[src/rtl/mips_pkg.sv]
// mips_pkg: arbiter state encoding and default bus widths shared by the memory port arbiter files.
package mips_pkg;
  typedef enum logic [1:0] {IDLE = 2'd0, BUSY_I = 2'd1, BUSY_D = 2'd2} arb_state_t;
  localparam int DEF_ADDR_W = 32;
  localparam int DEF_DATA_W = 32;
endpackage

[src/rtl/mem_port_arbiter_if.sv]
// mem_port_arbiter_if: fetch, data and memory-side signals of the shared memory port.
interface mem_port_arbiter_if import mips_pkg::*; #(
  parameter int ADDR_W = DEF_ADDR_W,
  parameter int DATA_W = DEF_DATA_W
);
  logic              if_req;
  logic [ADDR_W-1:0] if_addr;
  logic [DATA_W-1:0] if_rdata;
  logic              if_ready;
  logic              dm_req;
  logic              dm_we;
  logic [ADDR_W-1:0] dm_addr;
  logic [DATA_W-1:0] dm_wdata;
  logic [DATA_W-1:0] dm_rdata;
  logic              dm_ready;
  logic              mem_en;
  logic              mem_we;
  logic [ADDR_W-1:0] mem_addr;
  logic [DATA_W-1:0] mem_wdata;
  logic [DATA_W-1:0] mem_rdata;
  logic              mem_valid;
  logic              stall_f;
  logic              stall_m;
  logic              err_spurious;
  modport slave (
    input  if_req, if_addr, dm_req, dm_we, dm_addr, dm_wdata, mem_rdata, mem_valid,
    output if_rdata, if_ready, dm_rdata, dm_ready, mem_en, mem_we, mem_addr, mem_wdata,
           stall_f, stall_m, err_spurious
  );
  modport master (
    output if_req, if_addr, dm_req, dm_we, dm_addr, dm_wdata, mem_rdata, mem_valid,
    input  if_rdata, if_ready, dm_rdata, dm_ready, mem_en, mem_we, mem_addr, mem_wdata,
           stall_f, stall_m, err_spurious
  );
endinterface

[src/rtl/mem_arb_perf.sv]
// mem_arb_perf: wrapping 32-bit counters of arbitration conflicts and per-port wait cycles.
module mem_arb_perf (
  input  logic        clk,
  input  logic        reset,
  input  logic        i_conflict,
  input  logic        i_stall_f,
  input  logic        i_stall_m,
  output logic [31:0] o_cnt_conflict,
  output logic [31:0] o_cnt_if_wait,
  output logic [31:0] o_cnt_dm_wait
);
  logic [31:0] r_conflict, r_if_wait, r_dm_wait;
  always_ff @(posedge clk) begin
    if (reset) begin
      r_conflict <= '0;
      r_if_wait  <= '0;
      r_dm_wait  <= '0;
    end else begin
      r_conflict <= r_conflict + {31'd0, i_conflict};
      r_if_wait  <= r_if_wait + {31'd0, i_stall_f};
      r_dm_wait  <= r_dm_wait + {31'd0, i_stall_m};
    end
  end
  assign o_cnt_conflict = r_conflict;
  assign o_cnt_if_wait  = r_if_wait;
  assign o_cnt_dm_wait  = r_dm_wait;
endmodule

[src/rtl/mem_port_arbiter.sv]
// mem_port_arbiter: shares one memory port between fetch and data stages, data side first.
// Defining MEM_ARB_PERF_EN adds the cnt_conflict/cnt_if_wait/cnt_dm_wait counter ports.
module mem_port_arbiter import mips_pkg::*; #(
  parameter int ADDR_W = DEF_ADDR_W,
  parameter int DATA_W = DEF_DATA_W
) (
  input  logic        clk,
  input  logic        reset,
  mem_port_arbiter_if.slave bus
`ifdef MEM_ARB_PERF_EN
  ,
  output logic [31:0] cnt_conflict,
  output logic [31:0] cnt_if_wait,
  output logic [31:0] cnt_dm_wait
`endif
);
  arb_state_t        r_state;
  logic              r_mem_en, r_mem_we, r_err;
  logic [ADDR_W-1:0] r_mem_addr;
  logic [DATA_W-1:0] r_mem_wdata, r_if_hold, r_dm_hold;
  logic              w_if_ready, w_dm_ready;
  always_ff @(posedge clk) begin
    if (reset) begin
      r_state     <= IDLE;
      r_mem_en    <= 1'b0;
      r_mem_we    <= 1'b0;
      r_mem_addr  <= '0;
      r_mem_wdata <= '0;
      r_if_hold   <= '0;
      r_dm_hold   <= '0;
      r_err       <= 1'b0;
    end else begin
      r_mem_en <= 1'b0;
      case (r_state)
        IDLE: begin
          if (bus.mem_valid) r_err <= 1'b1;
          if (bus.dm_req) begin
            r_state     <= BUSY_D;
            r_mem_en    <= 1'b1;
            r_mem_we    <= bus.dm_we;
            r_mem_addr  <= bus.dm_addr;
            r_mem_wdata <= bus.dm_wdata;
          end else if (bus.if_req) begin
            r_state    <= BUSY_I;
            r_mem_en   <= 1'b1;
            r_mem_we   <= 1'b0;
            r_mem_addr <= bus.if_addr;
          end
        end
        BUSY_I: if (bus.mem_valid) begin
          r_if_hold <= bus.mem_rdata;
          r_state   <= IDLE;
        end
        BUSY_D: if (bus.mem_valid) begin
          // a store acknowledge carries no load data, so the hold value survives it
          if (!r_mem_we) r_dm_hold <= bus.mem_rdata;
          r_state <= IDLE;
        end
        default: r_state <= IDLE;
      endcase
    end
  end
  assign w_if_ready       = ~reset & bus.mem_valid & (r_state == BUSY_I);
  assign w_dm_ready       = ~reset & bus.mem_valid & (r_state == BUSY_D);
  assign bus.if_ready     = w_if_ready;
  assign bus.dm_ready     = w_dm_ready;
  assign bus.if_rdata     = w_if_ready ? bus.mem_rdata : r_if_hold;
  assign bus.dm_rdata     = (w_dm_ready & ~r_mem_we) ? bus.mem_rdata : r_dm_hold;
  assign bus.stall_f      = bus.if_req & ~w_if_ready;
  assign bus.stall_m      = bus.dm_req & ~w_dm_ready;
  assign bus.mem_en       = r_mem_en;
  assign bus.mem_we       = r_mem_we;
  assign bus.mem_addr     = r_mem_addr;
  assign bus.mem_wdata    = r_mem_wdata;
  assign bus.err_spurious = r_err;
`ifdef MEM_ARB_PERF_EN
  mem_arb_perf u_perf (
    .clk            (clk),
    .reset          (reset),
    .i_conflict     ((r_state == IDLE) & bus.if_req & bus.dm_req),
    .i_stall_f      (bus.stall_f),
    .i_stall_m      (bus.stall_m),
    .o_cnt_conflict (cnt_conflict),
    .o_cnt_if_wait  (cnt_if_wait),
    .o_cnt_dm_wait  (cnt_dm_wait)
  );
`endif
endmodule

[src/flat_wrapper.sv]
// flat-port wrapper written by rule: the top's interface ports become plain ports
module mem_port_arbiter_flat import mips_pkg::*;
#(
  parameter int ADDR_W = DEF_ADDR_W,
  parameter int DATA_W = DEF_DATA_W
)
  (clk, reset, bus_if_req, bus_if_addr, bus_dm_req, bus_dm_we, bus_dm_addr, bus_dm_wdata, bus_mem_rdata, bus_mem_valid, bus_if_rdata, bus_if_ready, bus_dm_rdata, bus_dm_ready, bus_mem_en, bus_mem_we, bus_mem_addr, bus_mem_wdata, bus_stall_f, bus_stall_m, bus_err_spurious);
  mem_port_arbiter_if #(.ADDR_W(ADDR_W), .DATA_W(DATA_W)) bus_i ();
  input  logic clk;
  input  logic reset;
  input wire logic [$bits(bus_i.if_req)-1:0] bus_if_req;
  input wire logic [$bits(bus_i.if_addr)-1:0] bus_if_addr;
  input wire logic [$bits(bus_i.dm_req)-1:0] bus_dm_req;
  input wire logic [$bits(bus_i.dm_we)-1:0] bus_dm_we;
  input wire logic [$bits(bus_i.dm_addr)-1:0] bus_dm_addr;
  input wire logic [$bits(bus_i.dm_wdata)-1:0] bus_dm_wdata;
  input wire logic [$bits(bus_i.mem_rdata)-1:0] bus_mem_rdata;
  input wire logic [$bits(bus_i.mem_valid)-1:0] bus_mem_valid;
  output wire logic [$bits(bus_i.if_rdata)-1:0] bus_if_rdata;
  output wire logic [$bits(bus_i.if_ready)-1:0] bus_if_ready;
  output wire logic [$bits(bus_i.dm_rdata)-1:0] bus_dm_rdata;
  output wire logic [$bits(bus_i.dm_ready)-1:0] bus_dm_ready;
  output wire logic [$bits(bus_i.mem_en)-1:0] bus_mem_en;
  output wire logic [$bits(bus_i.mem_we)-1:0] bus_mem_we;
  output wire logic [$bits(bus_i.mem_addr)-1:0] bus_mem_addr;
  output wire logic [$bits(bus_i.mem_wdata)-1:0] bus_mem_wdata;
  output wire logic [$bits(bus_i.stall_f)-1:0] bus_stall_f;
  output wire logic [$bits(bus_i.stall_m)-1:0] bus_stall_m;
  output wire logic [$bits(bus_i.err_spurious)-1:0] bus_err_spurious;
  assign bus_i.if_req = bus_if_req;
  assign bus_i.if_addr = bus_if_addr;
  assign bus_i.dm_req = bus_dm_req;
  assign bus_i.dm_we = bus_dm_we;
  assign bus_i.dm_addr = bus_dm_addr;
  assign bus_i.dm_wdata = bus_dm_wdata;
  assign bus_i.mem_rdata = bus_mem_rdata;
  assign bus_i.mem_valid = bus_mem_valid;
  assign bus_if_rdata = bus_i.if_rdata;
  assign bus_if_ready = bus_i.if_ready;
  assign bus_dm_rdata = bus_i.dm_rdata;
  assign bus_dm_ready = bus_i.dm_ready;
  assign bus_mem_en = bus_i.mem_en;
  assign bus_mem_we = bus_i.mem_we;
  assign bus_mem_addr = bus_i.mem_addr;
  assign bus_mem_wdata = bus_i.mem_wdata;
  assign bus_stall_f = bus_i.stall_f;
  assign bus_stall_m = bus_i.stall_m;
  assign bus_err_spurious = bus_i.err_spurious;
  mem_port_arbiter #(.ADDR_W(ADDR_W), .DATA_W(DATA_W)) u_core (.clk(clk), .reset(reset), .bus(bus_i));
endmodule
[config.mk]
export PLATFORM = sky130hd
export DESIGN_NAME = mem_port_arbiter_flat
export DESIGN_NICKNAME = d
export VERILOG_FILES = /design/src/rtl/mips_pkg.sv /design/src/rtl/mem_port_arbiter_if.sv /design/src/rtl/mem_arb_perf.sv /design/src/rtl/mem_port_arbiter.sv /design/src/flat_wrapper.sv
export SDC_FILE = /design/constraint.sdc
export NUM_CORES = 1
export LEC_CHECK = 0
export BUFFER_PORTS_ARGS = -buffer_cell sky130_fd_sc_hd__buf_2
export CORE_MARGIN = 4
export CORE_UTILIZATION = 46
export DETAILED_ROUTE_END_ITERATION = 10
export PLACE_DENSITY_LB_ADDON = 0.25
export SYNTH_ARGS = -nofsm -noshare
export SYNTH_HDL_FRONTEND = slang
export SYNTH_HIERARCHICAL = 1
export SYNTH_SLANG_ARGS = --single-unit
[constraint.sdc]
create_clock -name clk -period 1.9 [get_ports clk]
set_input_delay 0.095 -clock clk [delete_from_list [all_inputs] [get_ports clk]]
set_output_delay 0.095 -clock clk [all_outputs]
set_load 0.005 [all_outputs]
---- Word-level counts from Yosys, hierarchy flattened ----
Cells that the tools add are included.
cells by class
  bitwise logic cells ..................... 11
  reductions and logical operators ........ 10
  multiplexer cells ....................... 12
  equal/unequal tests ..................... 4
operators by type and width
  cell                  count
  $mux W32              4
  $reduce_and A2 Y1     5
  $and A1 B1 Y1         6
  $mux W2               3
  $not A1 Y1            5
  $mux W1               4
  $pmux W2 S2           1
  $reduce_or A2 Y1      2
  $ne A3 B3 Y1 const B  1
  $reduce_and A3 Y1     1
  $eq A2 B1 Y1 const B  1
  $eq A2 B2 Y1 const B  1
  $logic_not A2 Y1      1
  $ne A2 B1 Y1 const B  1
  $reduce_bool A2 Y1    1
word-level totals
  bits in registers ....................... 133
  output and inout port bits .............. 135
  input bits .............................. 134

---- Longest topological paths before layout ----
Gate-level depths: netlist of the first run.
  depth after elaboration ................. 5
  gate-level depth with buffers ........... 7
  gate-level depth less buffers ........... 5

---- Worst setup path after synthesis of the first run ----
OpenSTA, ideal clock, no wires.
  path kind ............................... reg2out
  from .................................... register u_core.r_state[0]
  to ...................................... output port bus_dm_rdata[10]
  cell stages (with the launch flop) ...... 7
  data required time ...................... 1.805 ns
  data arrival time ....................... 1.451 ns
  setup slack ............................. 0.354 ns
  path buffers ............................ 1
  cell sequence ........................... dfxtp_1 inv_1 ha_1 nand2_1 nor3_4 buf_6 mux2_2
between the ends
  word-level cells in the longest chain between the ends .. 4
RTL lines
  element                 line                    text
  start, declared         mem_port_arbiter.sv:17  arb_state_t r_state;
  start signal, assigned  mem_port_arbiter.sv:24  r_state <= IDLE;
  start signal, assigned  mem_port_arbiter.sv:38  r_state <= BUSY_D;
  start signal, assigned  mem_port_arbiter.sv:44  r_state <= BUSY_I;
  $eq A2 B2 Y1            mem_port_arbiter.sv:64  assign w_dm_ready = ~reset & bus.mem_valid & (r_state == BUSY_D);
  $and A1 B1 Y1           mem_port_arbiter.sv:64
  $and A1 B1 Y1           mem_port_arbiter.sv:68  assign bus.dm_rdata = (w_dm_ready & ~r_mem_we) ? bus.mem_rdata : r_dm_hold;
  $mux W32                mem_port_arbiter.sv:68
  end, declared           flat_wrapper.sv:21      output wire logic [$bits(bus_i.dm_rdata)-1:0] bus_dm_rdata;
Every way passes these cells.

---- Worst setup path in the final report of the first run ----
  from .................................... register u_core.r_state[1]
  to ...................................... output port bus_dm_rdata[22]
Same word-level chain as after synthesis.

==> results of run 1 <==
[cell usage after synthesis (all sizes together)]
cell type,number,share of area
nor3,1,0.0030
buf,32,0.035
and3,1,0.0021
ha,3,0.0070
a211oi,1,0.0014
and2,2,0.0023
o21ai,1,0.00093
nor2b,2,0.0023
nand2,67,0.047
inv,4,0.0028
mux2i,32,0.060
mux2,64,0.13
nand2b,4,0.0047
a32o,1,0.0019
dfxtp,133,0.50
a22o,64,0.10
nor2,2,0.0014
o21a,1,0.0014
a21oi,36,0.034
clkbuf,10,0.0070
o2bb2ai,32,0.052
a21o,1,0.0014
[power groups by stage]
stage / clock network [uW] / logic, uW / registers (uW)
2_1_floorplan: 0 / 492 / 3140
6_report: 3260 / 1530 / 3110
3_3_place_gp: 0 / 960 / 3140
4_1_cts: 3280 / 1360 / 3090
5_1_grt: 3420 / 1620 / 3120
3_5_place_dp: 0 / 990 / 3140
[worst max path at each step]
stage	start	depth (start not counted)	slack (ns)	end
finish	u_core/r_state[1]	7	-0.15	bus_dm_rdata[22]
CTS	u_core/r_state[0]	8	-0.19	bus_dm_rdata[12]
detailed placement	u_core/r_state[0]	7	0.17	bus_dm_rdata[16]
global route	u_core/r_state[0]	8	-0.21	bus_dm_rdata[22]
global placement	u_core/r_state[0]	7	0.23	bus_dm_rdata[29]
floorplan	u_core/r_state[0]	6	0.35	bus_dm_rdata[10]
[cell families (layout without fill, tap and decap cells)]
| family | count (synthesis) | count (layout) | synth area share |
|---|---|---|---|
| fa+ha+maj | 3 | 3 | 0.00698 |
| buf+inv | 46 | 466 | 0.0449 |
| other cells | 0 | 4 | 0 |
| mux | 96 | 96 | 0.194 |
| flops | 133 | 133 | 0.495 |
| simple gates | 79 | 79 | 0.0626 |
| compound gates | 137 | 137 | 0.197 |
[state kept, by name, indices dropped and copies added, names as in the netlist]
signal and flops:
u_core/bus.mem_wdata 32, u_core/bus.mem_addr 32, u_core/r_state 2, u_core/bus.mem_we 1, u_core/r_dm_hold 32, u_core/bus.err_spurious 1, u_core/bus.mem_en 1, u_core/r_if_hold 32
[routing by layer]
metal | vias up | share of wire | wire length (um)
met4 | 0 | 0.053 | 1210
met1 | 2800 | 0.36 | 8120
li1 | 2633 | - | -
met5 | - | 0 | 0
met2 | 362 | 0.52 | 11800
met3 | 92 | 0.073 | 1660
[metrics by stage]
step	hold WS [ns]	utilization	TNS (ns)	total power (uW)	setup WS, ns
4_1_cts	0.0108	0.819	-8.45	7730	-0.186
2_1_floorplan	0.228	-	0	3630	0.354
3_3_place_gp	0.335	0.598	0	4100	0.231
3_5_place_dp	0.340	0.598	0	4130	0.173
6_report	0.0253	0.856	-6.81	7900	-0.155
5_1_grt	0.0496	0.856	-10.50	8170	-0.213
[worst max-delay path, delay by kind of cell, from the launching register on]
| kind | cells | cell delay [ns] |
|---|---|---|
| mux | 1 | 0.32 |
| simple gates | 2 | 0.22 |
| buf+inv | 3 | 0.46 |
| fa+ha+maj | 1 | 0.16 |
| flops | 1 | 0.38 |
[cell type report]
type                    instances  area share
clock buffers                  18      0.0449
flip-flops and latches        133       0.273
clock inverters                14      0.0156
diodes                          4     0.00102
inverters                       4     0.00179
well taps                     143      0.0183
repair buffers                430       0.364
multi-input cells             315       0.281
[repair_timing]
action | 4_1_cts | 5_1_grt
pin swaps | 1 | 3
resized for setup | 72 | 76
hold buffers | 129 | 0
setup endpoints to repair | 64 | 64
gates cloned | 8 | 3
buffers inserted | 11 | 0
hold endpoints to repair | 129 | 0
==> impl_metrics.py, run 1 <==
metrics = {
    "critical_path": {
        "worstPathCellList": "ha_4 -> nand2_4 -> nor3_4 -> buf_12 -> buf_16 -> mux2_4 -> buf_6",
        "cp-end-kind": "primary output",
        "crit_type": "reg2out",
        "reg2reg_depth": 7,
        "critPathMaxStageDelay_ns": 0.38,
        "worst_setup_path_start_kind": "flip-flop",
        "worstPathMaxFanout": 11,
        "critPathSlowestCell": "dfxtp_2",
        "ff2ff_setup_slack_ns": 0.22,
        "critPathRequiredTime_ns": 1.80,
        "r2r-start": "u_core/r_state[0]",
        "crit_arrival_ns": 1.96,
        "rr_endpoint": "u_core/bus.mem_wdata[26]",
    },
    "global_route": {
        "grt-busiest-layer": "met2",
        "grt_start_max_net_pins": 38,
        "met2_usage": 0.524,
        "grt_pass1_wl_um": 31500,
        "track_usage": 0.298,
        "antenna_found_initial": 2,
        "overflow": 0,
        "grt.met1_usage": 0.330,
        "use_met3": 0.0699,
        "grt_pass1_vias": 6113,
    },
    "route": {
        "drt-initial-drc-count": 409,
        "vias": 5887,
        "drt-vias-per-instance": 5.55,
        "drtPass1Iterations": 6,
        "drt-total-wl_um": 22800,
        "post_drt_wl_per_cell_um": 21.5,
        "drc": 0,
        "ant_nets": 0,
    },
    "synth": {
        "yosys.cell_types.count": 25,
        "yosysWarnings": 6,
        "synthCells": 494,
        "synth-seq-cells": 133,
        "avgSynthCellArea_um2": 10.9,
        "syn_nets": 631,
        "yosysSeqAreaShare": 0.495,
        "synth_area_mm2": 0.00538,
    },
    "power_and_ir_drop": {
        "p_comb_frac": 0.193,
        "powerDensity_mw_per_mm2": 808,
        "intPower_uw": 5820,
        "swShare": 0.263,
        "power.share.clock": 0.413,
        "p_sw_uw": 2080,
        "leakagePower_uw": 0.00453,
        "peakVddDrop_mv": 0.776,
        "p_seq_frac": 0.394,
    },
    "final_layout": {
        "fin_cells": 1061,
        "final_common_cell": "buf_2",
        "fin_nets": 1038,
        "drive_above_1_share": 0.445,
        "regArea_mm2": 0.00267,
        "multi_input_area_mm2": 0.00275,
        "syn2layout_area_growth_pct": 81.8,
        "postLayoutCellArea_mm2": 0.00977,
        "mostFrequentLayoutCells": "buf_2, dfxtp_1, dlygate4sd3_1",
        "nFillCells": 565,
    },
    "clocking": {
        "cts_buffers": 17,
        "cts_tree": "built",
        "clk_path_buf_depth": 2,
        "root_buffer": "clkbuf_16",
        "clk_latency_ns": 0.41,
        "clk_pin_slew_worst_paths_ns": 0.05,
        "cts_sinks": 133,
        "h-tree-depth": 4,
    },
    "timing": {
        "period_minus_slack_ns": 2.05,
        "rsz0062_at_grt": "yes",
        "worst_pin_slew_ns": 0.548,
        "slew_headroom": 0.634,
        "setup_viol": 64,
        "hold_violations": 0,
        "skew_ns": 0.00951,
        "report.final.slew_viol_count": 0,
        "fmax_mhz": 487,
        "finalWorstSetupSlack_ns": -0.155,
        "period_share": 1.08,
    },
    "floorplan": {
        "start_util": 0.471,
        "dieWidth_um": 116,
        "die_h_um": 116,
        "io_pins": 269,
        "rows": 39,
        "die_area_mm2": 0.0135,
        "core_mm2": 0.0114,
    },
    "placement": {
        "place_inst": 876,
        "dpl_cell_area_mm2": 0.00682,
        "hpwl_um": 10800,
        "numPortBuffers": 268,
        "gp_congestion": 0.759,
    },
    "hold_path": {
        "hold_class": "in2reg",
        "hold_end": "u_core/bus.err_spurious",
        "worstHoldStart": "bus_mem_valid",
        "whs_path_depth": 3,
    },
    "outcome": {
        "outcome": "complete, but fails checks",
        "violations": "negative setup slack",
    },
    "job": {
        "maxCapViolations": 0,
    },
}
Note: power is estimated with default switching activity, not from simulation.
==> inputs of run 2 (changes only) <==
--- a/config.mk
+++ b/config.mk
@@ -9,7 +9,9 @@
 export CORE_MARGIN = 4
 export CORE_UTILIZATION = 46
 export DETAILED_ROUTE_END_ITERATION = 10
+export GPL_ROUTABILITY_DRIVEN = 0
 export PLACE_DENSITY_LB_ADDON = 0.25
+export SKIP_CTS_REPAIR_TIMING = 1
 export SYNTH_ARGS = -nofsm -noshare
 export SYNTH_HDL_FRONTEND = slang
 export SYNTH_HIERARCHICAL = 1
==> run 2 against run 1 <==
Compared with the run above: the run ends with negative hold slack, negative setup slack left; global-route usage shrank 8.7 points; register-to-register slack gained 0.03 ns; clock skew shrank 0.00052 ns; cell count shrank 1.2%; fmax shrank 2.8%; count of clock-buffer cells in the layout is the same; sequential share of layout area grew 1.5 points; sequential cell count is the same; design area shrank 5.1%; worst setup slack lost 0.059 ns; critical path type unchanged.
==> impl_metrics.py, run 2 (synthesized netlist as in run 1, its figures left out) <==
metrics = {
    "outcome": {
        "outcome": "complete, but fails checks",
        "violations": "negative hold slack, negative setup slack",
    },
    "global_route": {
        "grt_pass1_wl_um": 22400,
        "overflow": 0,
        "antenna_found_initial": 1,
        "track_usage": 0.211,
        "grt_pass1_vias": 4553,
        "grt_start_max_net_pins": 45,
    },
    "route": {
        "drt-vias-per-instance": 5.43,
        "vias": 5691,
        "drt-initial-drc-count": 438,
        "drtPass1Iterations": 5,
        "drc": 0,
        "post_drt_wl_per_cell_um": 19.6,
        "ant_nets": 0,
        "drt-total-wl_um": 20600,
    },
    "final_layout": {
        "nFillCells": 652,
        "final_common_cell": "buf_2",
        "drive_above_1_share": 0.441,
        "fin_cells": 1048,
        "mostFrequentLayoutCells": "buf_2, dfxtp_1, dlygate4sd3_1",
        "fin_nets": 1026,
        "syn2layout_area_growth_pct": 72.5,
    },
    "timing": {
        "fmax_mhz": 473,
        "finalWorstSetupSlack_ns": -0.213,
        "slew_headroom": 0.632,
        "tns_ns": -10.21,
        "period_minus_slack_ns": 2.11,
        "report.final.slew_viol_count": 0,
        "worst_pin_slew_ns": 0.553,
        "rsz0062_at_grt": "yes",
        "hold_violations": 6,
        "setup_viol": 64,
        "skew_ns": 0.00899,
        "period_share": 1.11,
        "hold_ws_ns": -0.0319,
    },
    "critical_path": {
        "worst_setup_path_start_kind": "flip-flop",
        "rr_endpoint": "u_core/bus.mem_wdata[26]",
        "r2r-start": "u_core/r_state[0]",
        "critPathRequiredTime_ns": 1.80,
        "crit_type": "reg2out",
        "setup.worst_path.start": "u_core/r_state[0]",
        "critPathMaxStageDelay_ns": 0.33,
        "critPathSlowestCell": "dfxtp_2",
        "worstPathMaxFanout": 6,
        "crit_arrival_ns": 2.02,
        "cp-end-kind": "primary output",
        "ff2ff_setup_slack_ns": 0.25,
        "crit_top_cell": "buf_6",
        "reg2reg_depth": 7,
        "worstPathCellList": "inv_2 -> ha_4 -> nand2_4 -> nor3_4 -> buf_6 -> clkbuf_16 -> mux2_4 -> buf_6",
    },
    "power_and_ir_drop": {
        "p_comb_frac": 0.180,
        "peakVddDrop_mv": 0.724,
        "power.share.clock": 0.420,
        "swShare": 0.260,
        "p_sw_uw": 2010,
        "p_total_uw": 7750,
        "p_seq_frac": 0.400,
        "intPower_uw": 5730,
        "powerDensity_mw_per_mm2": 835,
        "leakagePower_uw": 0.00440,
    },
    "hold_path": {
        "hold_end": "u_core/bus.mem_addr[8]",
        "hold_class": "in2reg",
        "worstHoldStart": "bus_if_addr[8]",
        "whs_path_depth": 3,
    },
    "floorplan": {
        "die_h_um": 116,
        "die_area_mm2": 0.0135,
        "start_util": 0.471,
        "dieWidth_um": 116,
        "rows": 39,
        "io_pins": 269,
        "core_mm2": 0.0114,
    },
    "clocking": {
        "clk_latency_ns": 0.42,
        "clk_pin_slew_worst_paths_ns": 0.06,
        "root_buffer": "clkbuf_16",
        "cts_sinks": 133,
        "h-tree-depth": 4,
        "cts_tree": "built",
        "clk_path_buf_depth": 2,
        "cts_buffers": 17,
    },
    "placement": {
        "dpl_worst_slack_ns": 0.173,
        "hpwl_um": 10800,
        "place_inst": 876,
        "numPortBuffers": 268,
    },
    "job": {
        "maxCapViolations": 0,
    },
}
==> run 2: layer usage <==
| metal | GRT usage | vias up | share of wire | wire length (um) |
|---|---|---|---|---|
| met4 | 0.0766 | 0 | 0.035 | 720 |
| met3 | 0.0679 | 55 | 0.070 | 1450 |
| met1 | 0.254 | 2712 | 0.38 | 7740 |
| met5 | 0 | - | 0 | 0 |
| met2 | 0.355 | 313 | 0.52 | 10700 |
| li1 | - | 2611 | - | - |
==> run 2: final cells by class <==
class,instances,area [um^2],share of cell area
diodes,3,7.51,0.000809
clock buffers,18,439,0.0474
clock inverters,14,153,0.0165
inverters,4,15.0,0.00162
multi-input cells,315,2620,0.282
flip-flops and latches,133,2670,0.287
well taps,143,179,0.0193
repair buffers,418,3200,0.345
==> run 2: power by group through the flow <==
stage	Sequential, uW	Clock [uW]	Combinational [uW]
2_1_floorplan	3140	0	492
3_3_place_gp	3140	0	960
3_5_place_dp	3140	0	990
4_1_cts	3080	3280	992
5_1_grt	3120	3420	1500
6_report	3100	3250	1400
==> run 2: critical path, delay by kind of cell, from the launching register on <==
family	cells	cell delay, ns
fa+ha+maj	1	0.13
buf+inv	4	0.56
flops	1	0.33
mux	1	0.31
simple gates	2	0.27
==> run 2: worst max-delay path by stage <==
| stage | endpoint | slack [ns] |
|---|---|---|
| floorplan | bus_dm_rdata[10] | 0.35 |
| global placement | bus_dm_rdata[29] | 0.23 |
| detailed placement | bus_dm_rdata[16] | 0.17 |
| CTS | bus_dm_rdata[16] | -0.27 |
| global route | bus_dm_rdata[30] | -0.27 |
| finish | bus_dm_rdata[30] | -0.21 |
==> run 2: per-stage QoR <==
step,cell area (um^2),utilization,hold WS (ns)
floorplan,5380,-,0.228
global placement,6820,0.598,0.335
detailed placement,6820,0.598,0.340
CTS,7410,0.649,-0.100
global route,9270,0.812,-0.000110
finish,9270,0.812,-0.0319
